[config.mk]
export PLATFORM = sky130hd
export DESIGN_NAME = add_sequencer_flat
export DESIGN_NICKNAME = d
export VERILOG_FILES = /design/src/rtl/add_sequencer_pkg.sv /design/src/rtl/add_sequencer_if.sv /design/src/rtl/add_sequencer.sv /design/src/flat_wrapper.sv
export SDC_FILE = /design/constraint.sdc
export NUM_CORES = 1
export LEC_CHECK = 0
export BUFFER_PORTS_ARGS = -buffer_cell sky130_fd_sc_hd__buf_2
export CORE_ASPECT_RATIO = 0.75
export CORE_MARGIN = 1.5
export CORE_UTILIZATION = 43
export DETAILED_ROUTE_END_ITERATION = 7
export PLACE_DENSITY = 0.74
export SYNTH_ARGS = -nofsm -noshare
export SYNTH_HDL_FRONTEND = slang
export SYNTH_SLANG_ARGS = --single-unit
export TNS_END_PERCENT = 20
[constraint.sdc]
create_clock -name clk -period 1.7 [get_ports clk]
set_input_delay 0.51 -clock clk [delete_from_list [all_inputs] [get_ports clk]]
set_output_delay 0.51 -clock clk [all_outputs]
set_load 0.01 [all_outputs]
[src/rtl/add_sequencer_pkg.sv]
// Shared types for the add sequencer: datapath widths, opcodes and FSM states.
package add_sequencer_pkg;

  localparam int unsigned DATA_W = 32;
  localparam int unsigned REG_W  = 5;

  typedef logic [DATA_W-1:0] data_t;
  typedef logic [REG_W-1:0]  reg_num_t;

  typedef enum logic [1:0] {
    OP_NOP  = 2'd0,
    OP_LOAD = 2'd1,
    OP_ADD  = 2'd2,
    OP_RSVD = 2'd3
  } op_e;

  typedef enum logic [1:0] {
    ST_IDLE = 2'd0,
    ST_EXEC = 2'd1,
    ST_WB   = 2'd2,
    ST_DONE = 2'd3
  } state_e;

endpackage

[src/rtl/add_sequencer_if.sv]
// Command handshake plus register-file/adder port shared by the sequencer and its stage.
interface add_sequencer_if;
  import add_sequencer_pkg::*;

  logic     cmdValid;
  logic     cmdReady;
  op_e      cmdOp;
  reg_num_t cmdA;
  reg_num_t cmdB;
  reg_num_t cmdDst;
  data_t    cmdImm;

  reg_num_t rdNumA;
  reg_num_t rdNumB;
  data_t    sum;
  data_t    wrData;
  reg_num_t wrNum;
  logic     wrEnable;

  // Sequencer side
  modport slave (
    input  cmdValid, cmdOp, cmdA, cmdB, cmdDst, cmdImm, sum,
    output cmdReady, rdNumA, rdNumB, wrData, wrNum, wrEnable
  );

  // Command source and register-file stage side
  modport master (
    output cmdValid, cmdOp, cmdA, cmdB, cmdDst, cmdImm, sum,
    input  cmdReady, rdNumA, rdNumB, wrData, wrNum, wrEnable
  );

endinterface

[src/rtl/add_sequencer.sv]
// Sequences NOP/LOAD/ADD commands against an external register file and adder.
module add_sequencer
  import add_sequencer_pkg::*;
#(
  parameter int unsigned CNT_W = 16
) (
  input  logic               clk,
  input  logic               rst,
  add_sequencer_if.slave     bus,
  output logic               done,
  output data_t              result,
  output logic [CNT_W-1:0]   opCount,
  output logic               err
);

  state_e             state_q,    state_d;
  reg_num_t           rd_num_a_q, rd_num_a_d;
  reg_num_t           rd_num_b_q, rd_num_b_d;
  reg_num_t           wr_num_q,   wr_num_d;
  data_t              wr_data_q,  wr_data_d;
  reg_num_t           dst_q,      dst_d;
  data_t              result_q,   result_d;
  logic [CNT_W-1:0]   op_count_q, op_count_d;
  logic               err_q,      err_d;

  logic               accept_c;

  assign bus.cmdReady = (state_q == ST_IDLE) && !rst;
  assign bus.wrEnable = (state_q == ST_WB) && !rst;
  assign accept_c     = bus.cmdValid && bus.cmdReady;

  assign done    = (state_q == ST_DONE) && !rst;
  assign result  = result_q;
  assign opCount = op_count_q;
  assign err     = err_q;

  assign bus.rdNumA = rd_num_a_q;
  assign bus.rdNumB = rd_num_b_q;
  assign bus.wrNum  = wr_num_q;
  assign bus.wrData = wr_data_q;

  // Port registers are loaded on entry to the state that drives them, so they hold otherwise.
  always_comb begin
    state_d    = state_q;
    rd_num_a_d = rd_num_a_q;
    rd_num_b_d = rd_num_b_q;
    wr_num_d   = wr_num_q;
    wr_data_d  = wr_data_q;
    dst_d      = dst_q;
    result_d   = result_q;
    op_count_d = op_count_q;
    err_d      = err_q;

    unique case (state_q)
      ST_IDLE: begin
        if (accept_c) begin
          dst_d = bus.cmdDst;
          unique case (bus.cmdOp)
            OP_ADD: begin
              rd_num_a_d = bus.cmdA;
              rd_num_b_d = bus.cmdB;
              state_d    = ST_EXEC;
            end
            OP_LOAD: begin
              wr_num_d  = bus.cmdDst;
              wr_data_d = bus.cmdImm;
              state_d   = ST_WB;
            end
            OP_NOP: begin
              state_d = ST_DONE;
            end
            OP_RSVD: begin
              err_d   = 1'b1;
              state_d = ST_DONE;
            end
          endcase
        end
      end
      ST_EXEC: begin
        // Sources are read here, a cycle before the write, so dst aliasing sees old values.
        result_d  = bus.sum;
        wr_num_d  = dst_q;
        wr_data_d = bus.sum;
        state_d   = ST_WB;
      end
      ST_WB: begin
        result_d = wr_data_q;
        state_d  = ST_DONE;
      end
      ST_DONE: begin
        op_count_d = op_count_q + CNT_W'(1);
        state_d    = ST_IDLE;
      end
      default: state_d = ST_IDLE;
    endcase
  end

  always_ff @(posedge clk) begin
    if (rst) begin
      state_q    <= ST_IDLE;
      rd_num_a_q <= '0;
      rd_num_b_q <= '0;
      wr_num_q   <= '0;
      wr_data_q  <= '0;
      dst_q      <= '0;
      result_q   <= '0;
      op_count_q <= '0;
      err_q      <= 1'b0;
    end else begin
      state_q    <= state_d;
      rd_num_a_q <= rd_num_a_d;
      rd_num_b_q <= rd_num_b_d;
      wr_num_q   <= wr_num_d;
      wr_data_q  <= wr_data_d;
      dst_q      <= dst_d;
      result_q   <= result_d;
      op_count_q <= op_count_d;
      err_q      <= err_d;
    end
  end

endmodule

[src/flat_wrapper.sv]
// flat-port wrapper written by rule: the top's interface ports become plain ports
module add_sequencer_flat import add_sequencer_pkg::*;
#(
  parameter int unsigned CNT_W = 16
)
  (clk, rst, done, result, opCount, err, bus_cmdValid, bus_cmdOp, bus_cmdA, bus_cmdB, bus_cmdDst, bus_cmdImm, bus_sum, bus_cmdReady, bus_rdNumA, bus_rdNumB, bus_wrData, bus_wrNum, bus_wrEnable);
  add_sequencer_if bus_i ();
  input  logic clk;
  input  logic rst;
  output logic done;
  output data_t result;
  output logic [CNT_W-1:0] opCount;
  output logic err;
  input wire logic [$bits(bus_i.cmdValid)-1:0] bus_cmdValid;
  input wire logic [$bits(bus_i.cmdOp)-1:0] bus_cmdOp;
  input wire logic [$bits(bus_i.cmdA)-1:0] bus_cmdA;
  input wire logic [$bits(bus_i.cmdB)-1:0] bus_cmdB;
  input wire logic [$bits(bus_i.cmdDst)-1:0] bus_cmdDst;
  input wire logic [$bits(bus_i.cmdImm)-1:0] bus_cmdImm;
  input wire logic [$bits(bus_i.sum)-1:0] bus_sum;
  output wire logic [$bits(bus_i.cmdReady)-1:0] bus_cmdReady;
  output wire logic [$bits(bus_i.rdNumA)-1:0] bus_rdNumA;
  output wire logic [$bits(bus_i.rdNumB)-1:0] bus_rdNumB;
  output wire logic [$bits(bus_i.wrData)-1:0] bus_wrData;
  output wire logic [$bits(bus_i.wrNum)-1:0] bus_wrNum;
  output wire logic [$bits(bus_i.wrEnable)-1:0] bus_wrEnable;
  assign bus_i.cmdValid = bus_cmdValid;
  assign bus_i.cmdOp = bus_cmdOp;
  assign bus_i.cmdA = bus_cmdA;
  assign bus_i.cmdB = bus_cmdB;
  assign bus_i.cmdDst = bus_cmdDst;
  assign bus_i.cmdImm = bus_cmdImm;
  assign bus_i.sum = bus_sum;
  assign bus_cmdReady = bus_i.cmdReady;
  assign bus_rdNumA = bus_i.rdNumA;
  assign bus_rdNumB = bus_i.rdNumB;
  assign bus_wrData = bus_i.wrData;
  assign bus_wrNum = bus_i.wrNum;
  assign bus_wrEnable = bus_i.wrEnable;
  add_sequencer #(.CNT_W(CNT_W)) u_core (.clk(clk), .rst(rst), .bus(bus_i), .done(done), .result(result), .opCount(opCount), .err(err));
endmodule
# Word level (Yosys, flattened, before mapping)
# Index checks and enable logic that the tools add are counted.
dict set report word_totals {
  reg_bits 103
  out_inout_bits 99
  elab_cells 42
}
dict set report classes {
  n_addsub 1
  eq_ne 8
  n_mux 10
  n_reduce_logical 14
}
# cell n
set ops {}
lappend ops {{$pmux 32 s2} 2}
lappend ops {{$mux 32} 2}
lappend ops {{$add 16x1->16 const B} 1}
lappend ops {{$mux 5} 2}
lappend ops {{$pmux 5 s2} 1}
lappend ops {{$reduce_and 3->1} 3}
lappend ops {{$eq 2x2->1 const B} 4}
lappend ops {{$pmux 2 s4} 1}
lappend ops {{$pmux 2 s3} 1}
lappend ops {{$eq 2x1->1 const B} 2}
lappend ops {{$logic_and 1x1->1} 4}
lappend ops {{$logic_not 2->1} 2}
lappend ops {{$reduce_bool 2->1} 2}
lappend ops {{$mux 2} 1}
lappend ops {{$ne 2x1->1 const B} 1}
lappend ops {{$ne 2x2->1 const B} 1}
lappend ops {{$reduce_and 2->1} 1}
lappend ops {{$reduce_or 2->1} 1}
lappend ops {{$logic_not 1->1} 1}

# Logic depth before layout (Yosys ltp)
# Gate-level depths: netlist of the first run.
dict set report depth {
  ltp_word 5
  mapped_depth 9
  mapped_depth_nobuf 6
}

# Worst setup path before layout of the first run
# OpenSTA, ideal clock, no wires.
dict set report synth_timing {
  path_type {register to register}
  start {register u_core.state_q[0]}
  end {register u_core.wr_data_q[10] (netlist: u_core.bus.wrData[10])}
  setup_time_ps 138
  t_arrival_ps 1727
  t_required_ps 1562
  path_slack_ps -164
  stages_incl_launch_ff 9
  path_buffers 3
  period_less_slack_ps 1864
  cell_sequence {dfxtp_1 inv_1 ha_1 buf_2 nor2b_1 a32o_1 buf_2 buf_1 a211oi_1}
}
dict set report synth_via {
  elab_chain_cells 5
  word_cells_on_any_way 9
  classes_between {3 x eq/ne; 1 x mux; 5 x reduce/logical}
}
# item line
set synth_rtl {}
lappend synth_rtl {{from (decl)} add_sequencer.sv:16} ;# state_e state_q, state_d;
lappend synth_rtl {{from (signal assigned)} add_sequencer.sv:110} ;# state_q <= state_d;
lappend synth_rtl {{$logic_not 2->1} add_sequencer.sv:28} ;# assign bus.cmdReady = (state_q == ST_IDLE) && !rst;
lappend synth_rtl {{$logic_and 1x1->1} add_sequencer.sv:28}
lappend synth_rtl {{via bus_cmdReady} flat_wrapper.sv:21} ;# output wire logic [$bits(bus_i.cmdReady)-1:0] bus_cmdReady;
lappend synth_rtl {{$logic_and 1x1->1} add_sequencer.sv:30} ;# assign accept_c = bus.cmdValid && bus.cmdReady;
lappend synth_rtl {{$ne 2x1->1 (no line)} n/a}
lappend synth_rtl {{$reduce_and 3->1 (no line)} n/a}
lappend synth_rtl {{to (signal assigned)} add_sequencer.sv:114} ;# wr_data_q <= wr_data_d;
lappend synth_rtl {{to (decl)} add_sequencer.sv:20} ;# data_t wr_data_q, wr_data_d;
# The timed path passes the listed nets, and every way through them passes these cells.
# A chain may end at the register's enable or synchronous reset.

# Worst setup path in the final report of the first run
dict set report layout_timing {
  start {register u_core.state_q[1]}
  end {register u_core.op_count_q[15] (netlist: u_core.opCount[15])}
}
dict set report layout_via {
  elab_chain_cells 1
}
# item line
set layout_rtl {}
lappend layout_rtl {{$eq 2x2->1} add_sequencer.sv:54} ;# unique case (state_q)
lappend layout_rtl {{to (signal assigned)} add_sequencer.sv:117} ;# op_count_q <= op_count_d;
lappend layout_rtl {{to (decl)} add_sequencer.sv:23} ;# logic [CNT_W-1:0] op_count_q, op_count_d;
# No other way between the ends.

==> impl_metrics.toml, run 1 <==
[route]
ant_nets = 0
dr_total_vias = 4109
wl_per_cell_um = 15.0
drt-initial-drc-count = 192
viasPerCell = 5.19
first_pass_iters = 4
drcViolationCount = 0
routed_wl_mm = 11.9

[clocking]
htreeDepth = 3
clk_pin_slew_worst_paths_ns = 0.06
worstSkewPairLatency_ns = 0.34
cts_buffer_depth = 2
cts_tree = "done"
numClockSinks = 103
clock-root-buffer = "clkbuf_16"
cts_made_buffers = 9

[power_and_ir_drop]
intPower_w = 0.00646
peakVddDrop_uv = 879
clock_power_share_pct = 20.0
power_density_nw_per_um2 = 1710
power_switching_w = 0.00395
seqPwrFrac_pct = 33.6
p_comb_share_pct = 46.5
swShare_pct = 37.9
p_leak_nw = 2.61

[sta]
drv_slew = 0
slew_headroom_pct = 61.1
hold_viol = 0
tightest_slew_ns = 0.584
fin_crit_sh_pct = 104
setup_viol_count_final = 3
hold_ws_ns = 0.408
max_freq_mhz = 567
period_minus_slack_ns = 1.76
grt_setup_unrepaired = "yes"
fin_skew_ns = 0.00532
setup_ws_ns = -0.0625

[critical_path]
crit_type = "reg2reg"
cp-start-kind = "flip-flop"
crit_path_max_fanout = 5
crit_chain = "ha_4, buf_6, nand4_4, or4_4, or3_1, a21oi_1"
slowest_delay_ns = 0.46
critPathRequiredTime_ns = 1.96
slowest_stage = "or4_4"
crit_path_end_kind = "flip-flop"
cp.arrival_ns = 2.03

[synth]
synthCells = 470
synth.top_cell.area_share_pct = 46.3
async_reset_ff_share_pct = 0
synth_most_common_cell = "dfxtp_1"
synth_fp_nets = 560
yosysTopAreaCell = "dfxtp_1"
ys_seq_area_share_pct = 46.3
synth_seq_cells = 103
synth-edff-count = 0
synth_area_leaders = "dfxtp_1 46%, mux2i_1 18%, a211oi_1 12%"
yosysWarnings = 0
syn_area_um2 = 4450
synth_cell_types = 28
synth_commonest_cells = "103 x dfxtp_1, 95 x nor2_1, 80 x mux2i_1, 70 x a211oi_1, 14 x clkbuf_1"
syn_avg_cell_area_um2 = 9.47
ys.flop_type = "dfxtp_1"

[placed_design]
dpl.hpwl_mm = 8.58
io_buffers = 182
gp_congestion = 0.822
postPlaceCellArea_um2 = 5630
dpl_worst_slack_ns = -0.00539

[outcome]
violations = "negative setup slack"
run_status = "finished, violations left"

[die]
core-area_um2 = 9850
fp-row-count = 31
start_util_pct = 45.2
io_pins = 183
die_w_um = 120
die_area_um2 = 11000
die_h_um = 91.1

[cells_and_area]
diodes = 0
drive_gt1_share_pct = 38.1
area_delta_synth_final_pct = 36.9
final_area_um2 = 6100
fin_nets = 744

[global_routing]
grt-ovfl-total = 0
grt_pass1_wl_mm = 18.8
grt_usage_pct = 21.1
antenna_found_initial = 0
grt_max_degree = 54
grt_pass1_vias = 3850

[flow_run]
cap_violations = 0

[hold_path]
hold_path_class = "in2reg"
flip-flops by register name, summed over array words and instances, names as in the netlist:
register,cells
u_core.dst_q,5
u_core.bus.rdNumA,5
u_core.bus.wrData,32
u_core.bus.wrNum,5
u_core.result,32
u_core.state_q,2
u_core.bus.rdNumB,5
u_core.opCount,16
u_core.err,1
logic make-up after synthesis:
| kind of cell | count (synthesis) | synth area share, % |
|---|---|---|
| AND/OR/NAND/NOR | 137 | 13.6 |
| flip-flops | 103 | 46.3 |
| AO/OA/AOI/OAI | 90 | 14.3 |
| multiplexers | 80 | 18.0 |
| buffers and inverters | 44 | 4.08 |
| XOR/XNOR | 10 | 1.97 |
| adder cells (fa/ha/maj) | 6 | 1.69 |
power groups by stage:
stage | Clock, W | Sequential, W | Combinational [W]
2_1_floorplan | 0 | 0.00373 | 0.00293
3_3_place_gp | 0 | 0.00346 | 0.00455
3_5_place_dp | 0 | 0.00350 | 0.00468
4_1_cts | 0.00214 | 0.00348 | 0.00483
5_1_grt | 0.00225 | 0.00357 | 0.00531
6_report | 0.00208 | 0.00349 | 0.00484
area by class of cell:
cell class / instances / area (um2)
Fill cell: 826 / 3760
Multi-Input combinational cell: 323 / 2310
Sequential cell: 103 / 2070
Timing Repair Buffer: 212 / 1210
Clock buffer: 11 / 253
Tap cell: 132 / 165
Clock inverter: 5 / 56.3
Inverter: 5 / 26.3
worst max-delay path: cells and delay by family (launching register included):
family | cells | cell delay [ns]
and+or+nand+nor | 3 | 0.89
adders and majority gates | 1 | 0.15
DFF | 1 | 0.40
AOI/OAI and AO/OA | 1 | 0.16
buffers and inverters | 1 | 0.09
timing repair:
item	4_1_cts	5_1_grt
pin swaps	2	2
resized for setup	15	12
setup buffers	3	1
endpoints found under the setup margin	3	31
hold buffers	0	0
cell usage in the layout (no fill, tap or decap), drive strengths merged, types with 2 or more instances in the layout:
cell	netlist	final
o21ai	5	5
nand2	11	11
a211oi	70	70
nor3	2	2
inv	5	5
dfxtp	103	103
clkbuf	14	11
nor2b	5	5
nor2	95	95
clkinv	0	3
xor2	4	4
xnor2	6	6
ha	6	6
nor4	3	3
nand4	5	5
mux2i	80	80
nand3	9	9
a21oi	12	12
buf	25	212
or3	5	5
metal layers:
layer	vias to the layer above	global-route usage (%)	share of wire [%]
li1	2052	-	-
met1	1916	26.5	44
met2	116	35.0	48
met3	25	4.84	5.2
met4	0	8.63	2.9
met5	-	0	0
final timing paths:
path                                                     endpoint  slack, ns  cells past startpoint                      startpoint
worst max register to register    u_core.opCount[15]$_SDFFE_PP0N_      -0.06                      6  u_core.state_q[1]$_SDFFE_PP0P_
worst min register to register       u_core.dst_q[0]$_SDFFE_PP0P_       0.47                      2    u_core.dst_q[0]$_SDFFE_PP0P_
worst max-delay path              u_core.opCount[15]$_SDFFE_PP0N_      -0.06                      6  u_core.state_q[1]$_SDFFE_PP0P_
worst min-delay path            u_core.bus.rdNumA[2]$_SDFFE_PP0P_       0.41                      3                     bus_cmdA[2]
through the flow:
step | utilization (%) | setup TNS, ns | cells | total power [W]
floorplan | - | 0 | 470 | 0.00666
global placement | 57.2 | 0 | 771 | 0.00801
detailed placement | 57.2 | -0.00804 | 771 | 0.00818
CTS | 61.2 | -0.155 | 790 | 0.0105
global route | 61.9 | -0.339 | 791 | 0.0111
finish | 61.9 | -0.115 | 791 | 0.0104
Power figures use the tool's default switching activity.
==> run 2, diff against run 1 <==
CORE_UTILIZATION = 48   (was 43)
PLACE_DENSITY = 0.79   (was 0.74)
SKIP_CTS_REPAIR_TIMING = 1   (was not set)
clock period = 1.75 ns   (was 1.7 ns; I/O delays follow)
==> run 2 against run 1 <==
  * The flow still finishes with violations (negative setup slack)
  * Wire length up 6.5%
  * Clock power down 4%
  * Flip-flop and latch count unchanged
  * Combinational power up 12%
  * Largest power group unchanged
==> impl_metrics.toml, run 2 (synthesis gave the netlist of run 1 again) <==
[power_and_ir_drop]
p_comb_share_pct = 50.2
seqPwrFrac_pct = 31.5
intPower_w = 0.00663
clock_power_share_pct = 18.4
power_density_nw_per_um2 = 1710
power_switching_w = 0.00421
peakVddDrop_uv = 922
p_total_w = 0.0108
swShare_pct = 38.8
p_leak_nw = 2.69

[global_routing]
grt_pass1_wl_mm = 18.6
grt-ovfl-total = 0
grt_usage_pct = 23.5
grt_max_degree = 52
grt_pass1_vias = 3901
antenna_found_initial = 0

[critical_path]
cp-start-kind = "flip-flop"
r2r_cells = 7
crit_family = "compound AO/OA/AOI/OAI gates"
crit_path_max_fanout = 16
reg2reg_to = "u_core.bus.wrData[5]$_SDFFE_PP0P_"
crit_path_end_kind = "flip-flop"
path_buf_inv = 3
crit_type = "reg2reg"
r2r_start = "u_core.state_q[1]$_SDFFE_PP0P_"
cp.arrival_ns = 2.05
reg2reg_slack_ns = -0.06
crit_chain = "inv_4, ha_4, nor2b_4, a32o_4, buf_12, clkbuf_16, a211oi_2"
slowest_stage = "dfxtp_4"
critPathRequiredTime_ns = 1.99
slowest_delay_ns = 0.40

[route]
first_pass_iters = 4
drcViolationCount = 0
viasPerCell = 5.31
drt-initial-drc-count = 324
routed_wl_mm = 12.6
ant_nets = 0
dr_total_vias = 4221
wl_per_cell_um = 15.9

[sta]
setup_viol_count_final = 5
hold_viol = 0
setup_ws_ns = -0.0587
period_minus_slack_ns = 1.81
grt_setup_unrepaired = "yes"
fin_skew_ns = 0.0107
fin_crit_sh_pct = 103
drv_slew = 0
fin_tns_setup_ns = -0.165
slew_headroom_pct = 59.0
max_freq_mhz = 553
tightest_slew_ns = 0.614

[cells_and_area]
nFillCells = 683
fin_cells = 795
drive_gt1_share_pct = 41.4
layout_common_cells = "178 x buf_2, 100 x dfxtp_1, 95 x nor2_1"
area_delta_synth_final_pct = 42.0
diodes = 0
mostFrequentLayoutCell = "buf_2"
fin_nets = 752

[clocking]
cts_buffer_depth = 2
cts_made_buffers = 9
htreeDepth = 3
clock-root-buffer = "clkbuf_16"
clk_pin_slew_worst_paths_ns = 0.07
worstSkewPairLatency_ns = 0.34
numClockSinks = 103
cts_tree = "done"

[flow_run]
cap_violations = 0

[hold_path]
hp-start = "bus_cmdA[1]"
hold_depth = 3
holdPathEnd = "u_core.bus.rdNumA[1]$_SDFFE_PP0P_"
hold_path_class = "in2reg"

[die]
die_w_um = 114
io_pins = 183
die_area_um2 = 9870
die_h_um = 86.4
fp-row-count = 30
core-area_um2 = 9050
start_util_pct = 49.2

[placed_design]
dpl.hpwl_mm = 8.47
io_buffers = 182
gp_congestion = 0.804
dpl.cell_count = 767

[outcome]
violations = "negative setup slack"
run_status = "finished, violations left"
-- run 2: routing by layer --
layer	part of all wire (%)	routed length, um	track usage, %	vias to the layer above
met4	2.8	348	10.3	0
met5	0	0	0	-
met2	48	6080	37.9	161
met1	44	5580	30.4	1969
met3	5.0	633	5.24	32
li1	-	-	-	2059
-- run 2: stage by stage --
stage          instance area [um2]  hold WS (ns)  worst slack (ns)  util (%)
6_report                      6320         0.426           -0.0587      69.9
5_1_grt                       6320         0.436            -0.101      69.9
4_1_cts                       5940         0.414            -0.196      65.6
3_5_place_dp                  5640         0.451           -0.0276      62.3
3_3_place_gp                  5640         0.443            0.0386      62.3
2_1_floorplan                 4470         0.436           -0.0327         -
-- run 2: final cells by class --
class,count,area [um2],area share (%)
multi-input cells,323,2400,38.0
flip-flops and latches,103,2070,32.8
repair buffers,220,1370,21.6
clock buffers,11,233,3.68
well taps,128,160,2.53
clock inverters,5,63.8,1.01
inverters,5,23.8,0.376
-- run 2: power by group through the flow --
stage / clock [W] / sequential (W) / combinational, W
3_3_place_gp: 0 / 0.00337 / 0.00452
4_1_cts: 0.00203 / 0.00335 / 0.00466
3_5_place_dp: 0 / 0.00339 / 0.00464
5_1_grt: 0.00212 / 0.00348 / 0.00587
6_report: 0.00199 / 0.00341 / 0.00543
2_1_floorplan: 0 / 0.00362 / 0.00280
-- run 2: worst max path at each step --
stage	from	endpoint	slack [ns]	cells after the start
floorplan	u_core.state_q[0]$_SDFFE_PP0P_	bus_wrEnable	-0.03	5
global placement	bus_cmdOp[0]	u_core.bus.wrNum[2]$_SDFFE_PP0P_	0.04	6
detailed placement	bus_cmdOp[0]	u_core.bus.wrData[29]$_SDFFE_PP0P_	-0.03	6
CTS	u_core.state_q[1]$_SDFFE_PP0P_	done	-0.20	4
global route	u_core.state_q[1]$_SDFFE_PP0P_	u_core.bus.wrData[19]$_SDFFE_PP0P_	-0.10	7
finish	u_core.state_q[1]$_SDFFE_PP0P_	u_core.bus.wrData[5]$_SDFFE_PP0P_	-0.06	7
-- run 2: worst min-delay path, delay by kind of cell --
family / cells / cell delay (ns)
buffers and inverters: 1 / 0.08
muxes: 1 / 0.05
and+or+nand+nor: 1 / 0.07
